## src/rtl/rgmii_pkg.sv

```systemverilog
// Shared definitions for the RGMII receive path: speed encodings, framing
// nibbles, assembler FSM states and in-band status field layout.
package rgmii_pkg;

  // Speed encodings as carried on the speed input and in in-band status.
  localparam logic [1:0] SPEED_10   = 2'b00;
  localparam logic [1:0] SPEED_100  = 2'b01;
  localparam logic [1:0] SPEED_1000 = 2'b10;

  // Framing symbols seen on the nibble-wide 10/100 path.
  localparam logic [3:0] PREAMBLE_NIBBLE = 4'h5;
  localparam logic [3:0] SFD_NIBBLE      = 4'hD;
  localparam logic [7:0] SFD_BYTE        = 8'hD5;

  // Nibble assembler states.
  typedef enum logic [1:0] {
    IDLE = 2'd0,
    HUNT = 2'd1,
    LOW  = 2'd2,
    HIGH = 2'd3
  } rx_state_e;

  // In-band status bit positions within rxd[3:0] during the inter-frame gap.
  localparam int STS_LINK_BIT   = 0;
  localparam int STS_SPEED_LSB  = 1;
  localparam int STS_SPEED_MSB  = 2;
  localparam int STS_DUPLEX_BIT = 3;

  // Same layout as a packed struct so a sampled nibble casts straight in.
  typedef struct packed {
    logic       full_duplex;  // bit 3
    logic [1:0] speed;        // bits 2:1
    logic       link_up;      // bit 0
  } inband_status_t;

  // Both 1x encodings select the byte-wide gigabit path.
  function automatic logic is_gig(input logic [1:0] speed);
    return speed[1];
  endfunction

endpackage

```

## src/rtl/rgmii_inband_status.sv

```systemverilog
// In-band link status decoder: samples rxd[3:0] on idle cycles (dv=0, er=0)
// and updates the status outputs only after the same field has been seen on
// STATUS_DEBOUNCE consecutive qualifying cycles.
module rgmii_inband_status
  import rgmii_pkg::*;
#(
  parameter int STATUS_DEBOUNCE = 2
) (
  input  logic       clk,
  input  logic       rst_n,
  input  logic       i_rx_dv,
  input  logic       i_rx_er,
  input  logic [3:0] i_rxd,
  output logic       o_link_up,
  output logic [1:0] o_link_speed,
  output logic       o_full_duplex
);

  localparam logic [3:0] DEBOUNCE_CNT = 4'(STATUS_DEBOUNCE);
  localparam logic [3:0] CNT_MAX      = 4'hF;

  logic           w_qualify;
  logic           w_same;
  logic [3:0]     w_cnt_next;
  inband_status_t w_sample;

  inband_status_t r_prev;
  logic [3:0]     r_cnt;
  inband_status_t r_status;

  assign w_qualify = ~i_rx_dv & ~i_rx_er;
  assign w_sample  = inband_status_t'(i_rxd);

  // A run continues only if a previous sample exists and matches this one.
  assign w_same     = (r_cnt != 4'd0) && (w_sample == r_prev);
  assign w_cnt_next = !w_same           ? 4'd1 :
                      (r_cnt == CNT_MAX) ? CNT_MAX : r_cnt + 4'd1;

  // Track the run of identical idle samples and commit once it is long enough.
  always_ff @(posedge clk or negedge rst_n) begin
    if (!rst_n) begin
      r_prev   <= '0;
      r_cnt    <= 4'd0;
      r_status <= '0;
    end else if (!w_qualify) begin
      // NOTE: state is updated with <= so every register samples pre-edge values.
      r_cnt <= 4'd0;
    end else begin
      r_prev <= w_sample;
      r_cnt  <= w_cnt_next;
      if (w_cnt_next >= DEBOUNCE_CNT) begin
        r_status <= w_sample;
      end
    end
  end

  assign o_link_up     = r_status.link_up;
  assign o_link_speed  = r_status.speed;
  assign o_full_duplex = r_status.full_duplex;

endmodule

```

## src/rtl/rgmii_rx_byte_assembler.sv

```systemverilog
// RGMII receive byte assembler. At 10/100 it pairs SDR nibbles into bytes,
// aligned on preamble/SFD, and strobes out_clk_en once per byte slot. At 1000
// it registers the byte stream straight through with out_clk_en held high.
// In-band link status is decoded in all modes by rgmii_inband_status.
module rgmii_rx_byte_assembler
  import rgmii_pkg::*;
#(
  parameter int STATUS_DEBOUNCE = 2
) (
  input  logic       clk,
  input  logic       rst_n,
  input  logic [1:0] speed,
  input  logic [7:0] gmii_rxd,
  input  logic       gmii_rx_dv,
  input  logic       gmii_rx_er,
  output logic [7:0] out_rxd,
  output logic       out_rx_dv,
  output logic       out_rx_er,
  output logic       out_clk_en,
  output logic       align_err,
  output logic       link_up,
  output logic [1:0] link_speed,
  output logic       full_duplex
);

  logic       w_gig;
  logic       w_speed_chg;
  logic [3:0] w_nib;

  rx_state_e  r_state;
  logic [1:0] r_speed_prev;
  logic       r_seen_pre;
  logic [3:0] r_low_nib;
  logic       r_low_er;
  logic [7:0] r_rxd;
  logic       r_rx_dv;
  logic       r_rx_er;
  logic       r_clk_en;
  logic       r_align_err;

  assign w_gig       = is_gig(speed);
  assign w_speed_chg = (speed != r_speed_prev);
  assign w_nib       = gmii_rxd[3:0];

  // Nibble FSM with registered byte outputs; byte slots alternate with the
  // low-nibble cycle, so out_clk_en keeps a steady 1,0 cadence at 10/100.
  always_ff @(posedge clk or negedge rst_n) begin
    if (!rst_n) begin
      r_state      <= IDLE;
      r_speed_prev <= SPEED_10;
      r_seen_pre   <= 1'b0;
      r_low_nib    <= 4'h0;
      r_low_er     <= 1'b0;
      r_rxd        <= 8'h00;
      r_rx_dv      <= 1'b0;
      r_rx_er      <= 1'b0;
      r_clk_en     <= 1'b0;
      r_align_err  <= 1'b0;
    end else begin
      r_speed_prev <= speed;
      r_align_err  <= 1'b0;

      if ((r_state != IDLE) && w_speed_chg) begin
        // Speed changed under a frame: drop it, nothing more is emitted.
        r_state     <= IDLE;
        r_seen_pre  <= 1'b0;
        r_rxd       <= 8'h00;
        r_rx_dv     <= 1'b0;
        r_rx_er     <= 1'b0;
        r_clk_en    <= ~r_clk_en;
        r_align_err <= 1'b1;
      end else if (w_gig) begin
        // Gigabit: one registered byte per clock, FSM parked.
        r_state    <= IDLE;
        r_seen_pre <= 1'b0;
        r_rxd      <= gmii_rxd;
        r_rx_dv    <= gmii_rx_dv;
        r_rx_er    <= gmii_rx_er;
        r_clk_en   <= 1'b1;
      end else begin
        // Default slot: no byte, strobe keeps its alternating phase.
        r_rxd    <= 8'h00;
        r_rx_dv  <= 1'b0;
        r_rx_er  <= 1'b0;
        r_clk_en <= ~r_clk_en;

        case (r_state)
          IDLE: begin
            if (gmii_rx_dv) begin
              r_state    <= HUNT;
              r_seen_pre <= (w_nib == PREAMBLE_NIBBLE);
              if (w_nib != PREAMBLE_NIBBLE) begin
                r_align_err <= 1'b1;
              end
            end
          end

          HUNT: begin
            if (!gmii_rx_dv) begin
              r_state    <= IDLE;
              r_seen_pre <= 1'b0;
            end else if (w_nib == PREAMBLE_NIBBLE) begin
              r_seen_pre <= 1'b1;
            end else if ((w_nib == SFD_NIBBLE) && r_seen_pre) begin
              r_state    <= LOW;
              r_seen_pre <= 1'b0;
              r_rxd      <= SFD_BYTE;
              r_rx_dv    <= 1'b1;
              r_rx_er    <= gmii_rx_er;
              r_clk_en   <= 1'b1;
            end else begin
              r_align_err <= 1'b1;
            end
          end

          LOW: begin
            r_clk_en <= 1'b0;
            if (!gmii_rx_dv) begin
              r_state <= IDLE;
            end else begin
              r_low_nib <= w_nib;
              r_low_er  <= gmii_rx_er;
              r_state   <= HIGH;
            end
          end

          HIGH: begin
            r_clk_en <= 1'b1;
            r_rx_dv  <= 1'b1;
            if (gmii_rx_dv) begin
              r_rxd   <= {w_nib, r_low_nib};
              r_rx_er <= r_low_er | gmii_rx_er;
              r_state <= LOW;
            end else begin
              // Frame ended on an odd nibble: flush the orphan as an error.
              r_rxd       <= {4'h0, r_low_nib};
              r_rx_er     <= 1'b1;
              r_align_err <= 1'b1;
              r_state     <= IDLE;
            end
          end

          default: r_state <= IDLE;
        endcase
      end
    end
  end

  assign out_rxd    = r_rxd;
  assign out_rx_dv  = r_rx_dv;
  assign out_rx_er  = r_rx_er;
  assign out_clk_en = r_clk_en;
  assign align_err  = r_align_err;

  rgmii_inband_status #(
    .STATUS_DEBOUNCE(STATUS_DEBOUNCE)
  ) u_inband_status (
    .clk          (clk),
    .rst_n        (rst_n),
    .i_rx_dv      (gmii_rx_dv),
    .i_rx_er      (gmii_rx_er),
    .i_rxd        (gmii_rxd[3:0]),
    .o_link_up    (link_up),
    .o_link_speed (link_speed),
    .o_full_duplex(full_duplex)
  );

endmodule
```

## config.mk

```make
export PLATFORM = sky130hd
export DESIGN_NAME = rgmii_rx_byte_assembler
export DESIGN_NICKNAME = d
export VERILOG_FILES = /design/src/rtl/rgmii_pkg.sv /design/src/rtl/rgmii_inband_status.sv /design/src/rtl/rgmii_rx_byte_assembler.sv
export SDC_FILE = /design/constraint.sdc
export NUM_CORES = 1
export LEC_CHECK = 0
export BUFFER_PORTS_ARGS = -buffer_cell sky130_fd_sc_hd__buf_4
export CAP_MARGIN = 20
export CORE_UTILIZATION = 35
export CTS_BUF_LIST = sky130_fd_sc_hd__clkbuf_8
export CTS_CLUSTER_SIZE = 12
export DETAILED_ROUTE_END_ITERATION = 10
export SLEW_MARGIN = 20
export SYNTH_ARGS = -nofsm -noshare
export SYNTH_HDL_FRONTEND = slang
export SYNTH_SLANG_ARGS = --single-unit
```

## constraint.sdc

```tcl
create_clock -name clk -period 3.8 [get_ports clk]
set_input_delay 0.38 -clock clk [delete_from_list [all_inputs] [get_ports clk]]
set_output_delay 0.38 -clock clk [all_outputs]
set_load 0.01 [all_outputs]
```

==> metrics.csv <==
metric;value;unit
grt_pass1_wl;6.06;mm
die_y;70.6;um
ys_seq_area_frac;0.517;
synth-simple-area-share;0.166;
drive_above_1_share;0.290;
die_w;70.6;um
slew_viol_final;0;
dr_wl_met3;222;um
crit_slowest_cell;dfrtp_1;
synthDistinctLibCells;38;
synth_edf_count;0;
diodes;0;
tritoncts;done;
grt_pass1_vias;1289;
die-area;4980;um^2
rsz0062_at_grt;no;
top_layer;met4;
power_density;447;nW/um^2
ys_ff_latch;34;
initial_utilization;0.370;
synth_xor_xnor_area_share;0.0319;
ys_async_sr_fraction;1.00;
rows;24;
firstDrtPassIters;7;
synth_top_family_by_area;simple AND/OR/NAND/NOR gates;
swShare;0.218;
antenna_found_initial;0;
synth_cells;157;
max_freq;567;MHz
fin_cells;238;
final_util;0.459;
met2_length;1.81;mm
period_share;0.464;
pwr-share-comb;0.115;
postCtsSetupBuffers;0;
clkPwrFrac;0.451;
cpLargestDelayFamily;compound AO/OA/AOI/OAI gates;
nets;201;
seqPwrFrac;0.434;
synth_fa_ha_area_frac;0.0152;
synth_compound_area_frac;0.148;
post_drt_wl_per_cell;15.2;um
slowest_delay;390;ps
critical_path.endpoint;u_inband_status.o_link_up;
drc;4;
synth_mux_area_frac;0.0753;
r2r_end;u_inband_status.o_link_up;
p_int;712;uW
r2r.worst_path.cells;5;
violations;design-rule violations;
ir_worst_vdd;332;uV
gp_congestion;0.808;
finalSetupViolCount;0;
ys.flop_type;dfrtp_1;
cts_buffers;5;
cp_num_cells;5;
design.portCount;30;
synth_nets;173;
r2r-start;u_inband_status.r_cnt[0];
dr_total_vias;1293;
status;complete, but fails checks;
worstSetupEndpointType;register;
io_buffers;29;
gr-total-overflow;0;
vias_per_cell;5.43;
fin_crit;1760;ps
skew;5.98;ps
insertion_delay;280;ps
relSlewSlack;0.681;
cp.arrival;1940;ps
htree_num_levels;2;
layout_commonest_cell;dfrtp_1;
crit_path_start;u_inband_status.r_cnt[0];
cts_resized;0;
cts_hold_buf;0;
cp_cell_sequence;inv_1 > ha_1 > a211o_1 > a211oi_4 > mux2_2;
routed_wirelength;3.63;mm
min_path_type;input pin to asynchronous set/reset pin;
area_growth;24.0;%
syn_area_per_cell;10.5;um^2
power.switching;199;uW
worst_slew_pin_slew;476;ps
final_cell_mix;dfrtp_1, buf_4, a21oi_1;
yosysTopAreaCell;dfrtp_1;
max_cap_violations;0;
clockRootBuffer;clkbuf_8;
worst_setup_path_start_kind;register;
drtIter0Drc;59;
clk_pin_slew;70;ps
ys_warn_count;0;
grt_max_degree;35;
p_leak;0.903;nW
critical_path_buf_inv_count;1;
fp.coreArea;4440;um^2
fin_tns_setup;0;ps
hold_viol;0;
grtUsageTotal;0.158;
critPathRequiredTime;3970;ps
rrSetupSlack;2040;ps
worstSetupPathType;register to register;
synth.top_cell.area_share;0.517;
cts_sinks;34;
met1Wirelength;1.53;mm
place_inst;230;
cts_max_path_buffers;2;
crit_fanout;4;
ant_nets;0;
dp_hpwl;2.48;mm
synth_area_leaders;dfrtp_1, mux2_2, a21oi_1;
synth.cell_area;1650;um^2
==> worst reg2reg max path, stage by stage (launching register included) <==
cell and delay (ps):
dfrtp_1 390, inv_1 60, ha_1 200, a211o_1 310
a211oi_4 320, mux2_2 370
==> registers in the layout (all words and copies together) (netlist names) <==
register                       flops
u_inband_status.o_link_speed       2
r_low_nib                          4
out_clk_en                         1
out_rx_er                          1
r_speed_prev                       2
out_rx_dv                          1
u_inband_status.r_prev             4
align_err                          1
u_inband_status.r_cnt              4
r_low_er                           1
u_inband_status.o_full_duplex      1
out_rxd                            8
u_inband_status.o_link_up          1
r_state                            2
r_seen_pre                         1
==> cells by family (layout without fill, tap and decap cells) <==
family / after synthesis / count (layout)
flip-flops: 34 / 34
XOR/XNOR: 6 / 6
buffers and inverters: 19 / 48
multiplexers: 11 / 11
adder cells (fa/ha/maj): 2 / 2
AO/OA/AOI/OAI: 35 / 35
AND/OR/NAND/NOR: 50 / 50
==> power groups by stage <==
stage	clock [mW]	combinational [mW]	sequential [mW]
after detailed placement	0	0.105	0.402
final	0.411	0.105	0.395
after global routing	0.434	0.115	0.398
after CTS	0.417	0.106	0.395
after global placement	0	0.103	0.402
after floorplan	0	0.0505	0.405
==> worst min-delay path by stage <==
stage | cells past startpoint | from | endpoint | slack (ps)
final | 1 | rst_n | out_rxd[0] | 30
after global routing | 1 | rst_n | u_inband_status.r_cnt[3] | 80
after CTS | 1 | rst_n | out_rxd[0] | 50
after detailed placement | 1 | rst_n | u_inband_status.r_cnt[1] | 360
after global placement | 1 | rst_n | u_inband_status.r_cnt[1] | 350
after floorplan | 0 | rst_n | align_err | 80
==> synthesized netlist by cell type (2+ instances only) <==
| library cell | n |
|---|---|
| dfrtp_1 | 34 |
| a21oi_1 | 12 |
| mux2_2 | 11 |
| nand2_1 | 11 |
| inv_1 | 10 |
| nor2_1 | 10 |
| nor3_1 | 7 |
| a221oi_1 | 5 |
| clkbuf_1 | 5 |
| o21ai_0 | 5 |
| buf_2 | 4 |
| nand4_1 | 4 |
| xnor2_1 | 4 |
| o21bai_1 | 3 |
| a31oi_1 | 2 |
| ha_1 | 2 |
| nand2b_1 | 2 |
| nand3b_1 | 2 |
| nor2b_1 | 2 |
| nor3b_1 | 2 |
| or2_1 | 2 |
| xor2_1 | 2 |
==> layout make-up <==
| type | instances | area, um^2 |
|---|---|---|
| fill | 427 | 2400 |
| multi-input combinational | 104 | 718 |
| sequential | 34 | 851 |
| clock inverter | 2 | 60.1 |
| timing repair buffer | 30 | 225 |
| clock buffer | 6 | 82.6 |
| tap | 52 | 65.1 |
| inverter | 10 | 37.5 |
==> per-layer routing <==
metal | vias up | track usage
met3 | 7 | 0.0427
met4 | 0 | 0.0733
met1 | 634 | 0.196
li1 | 607 | -
met2 | 45 | 0.257
met5 | - | 0
==> through the flow <==
step                area (um^2)  total power, mW  hold WS (ps)  setup WS [ps]
floorplan                  1650            0.456          84.4           2100
global placement           1900            0.505           345           1940
detailed placement         1900            0.507           357           1890
CTS                        2040            0.918          47.3           2030
global route               2040            0.947          75.0           1980
finish                     2040            0.911          32.7           2040
Power figures use the tool's default switching activity.
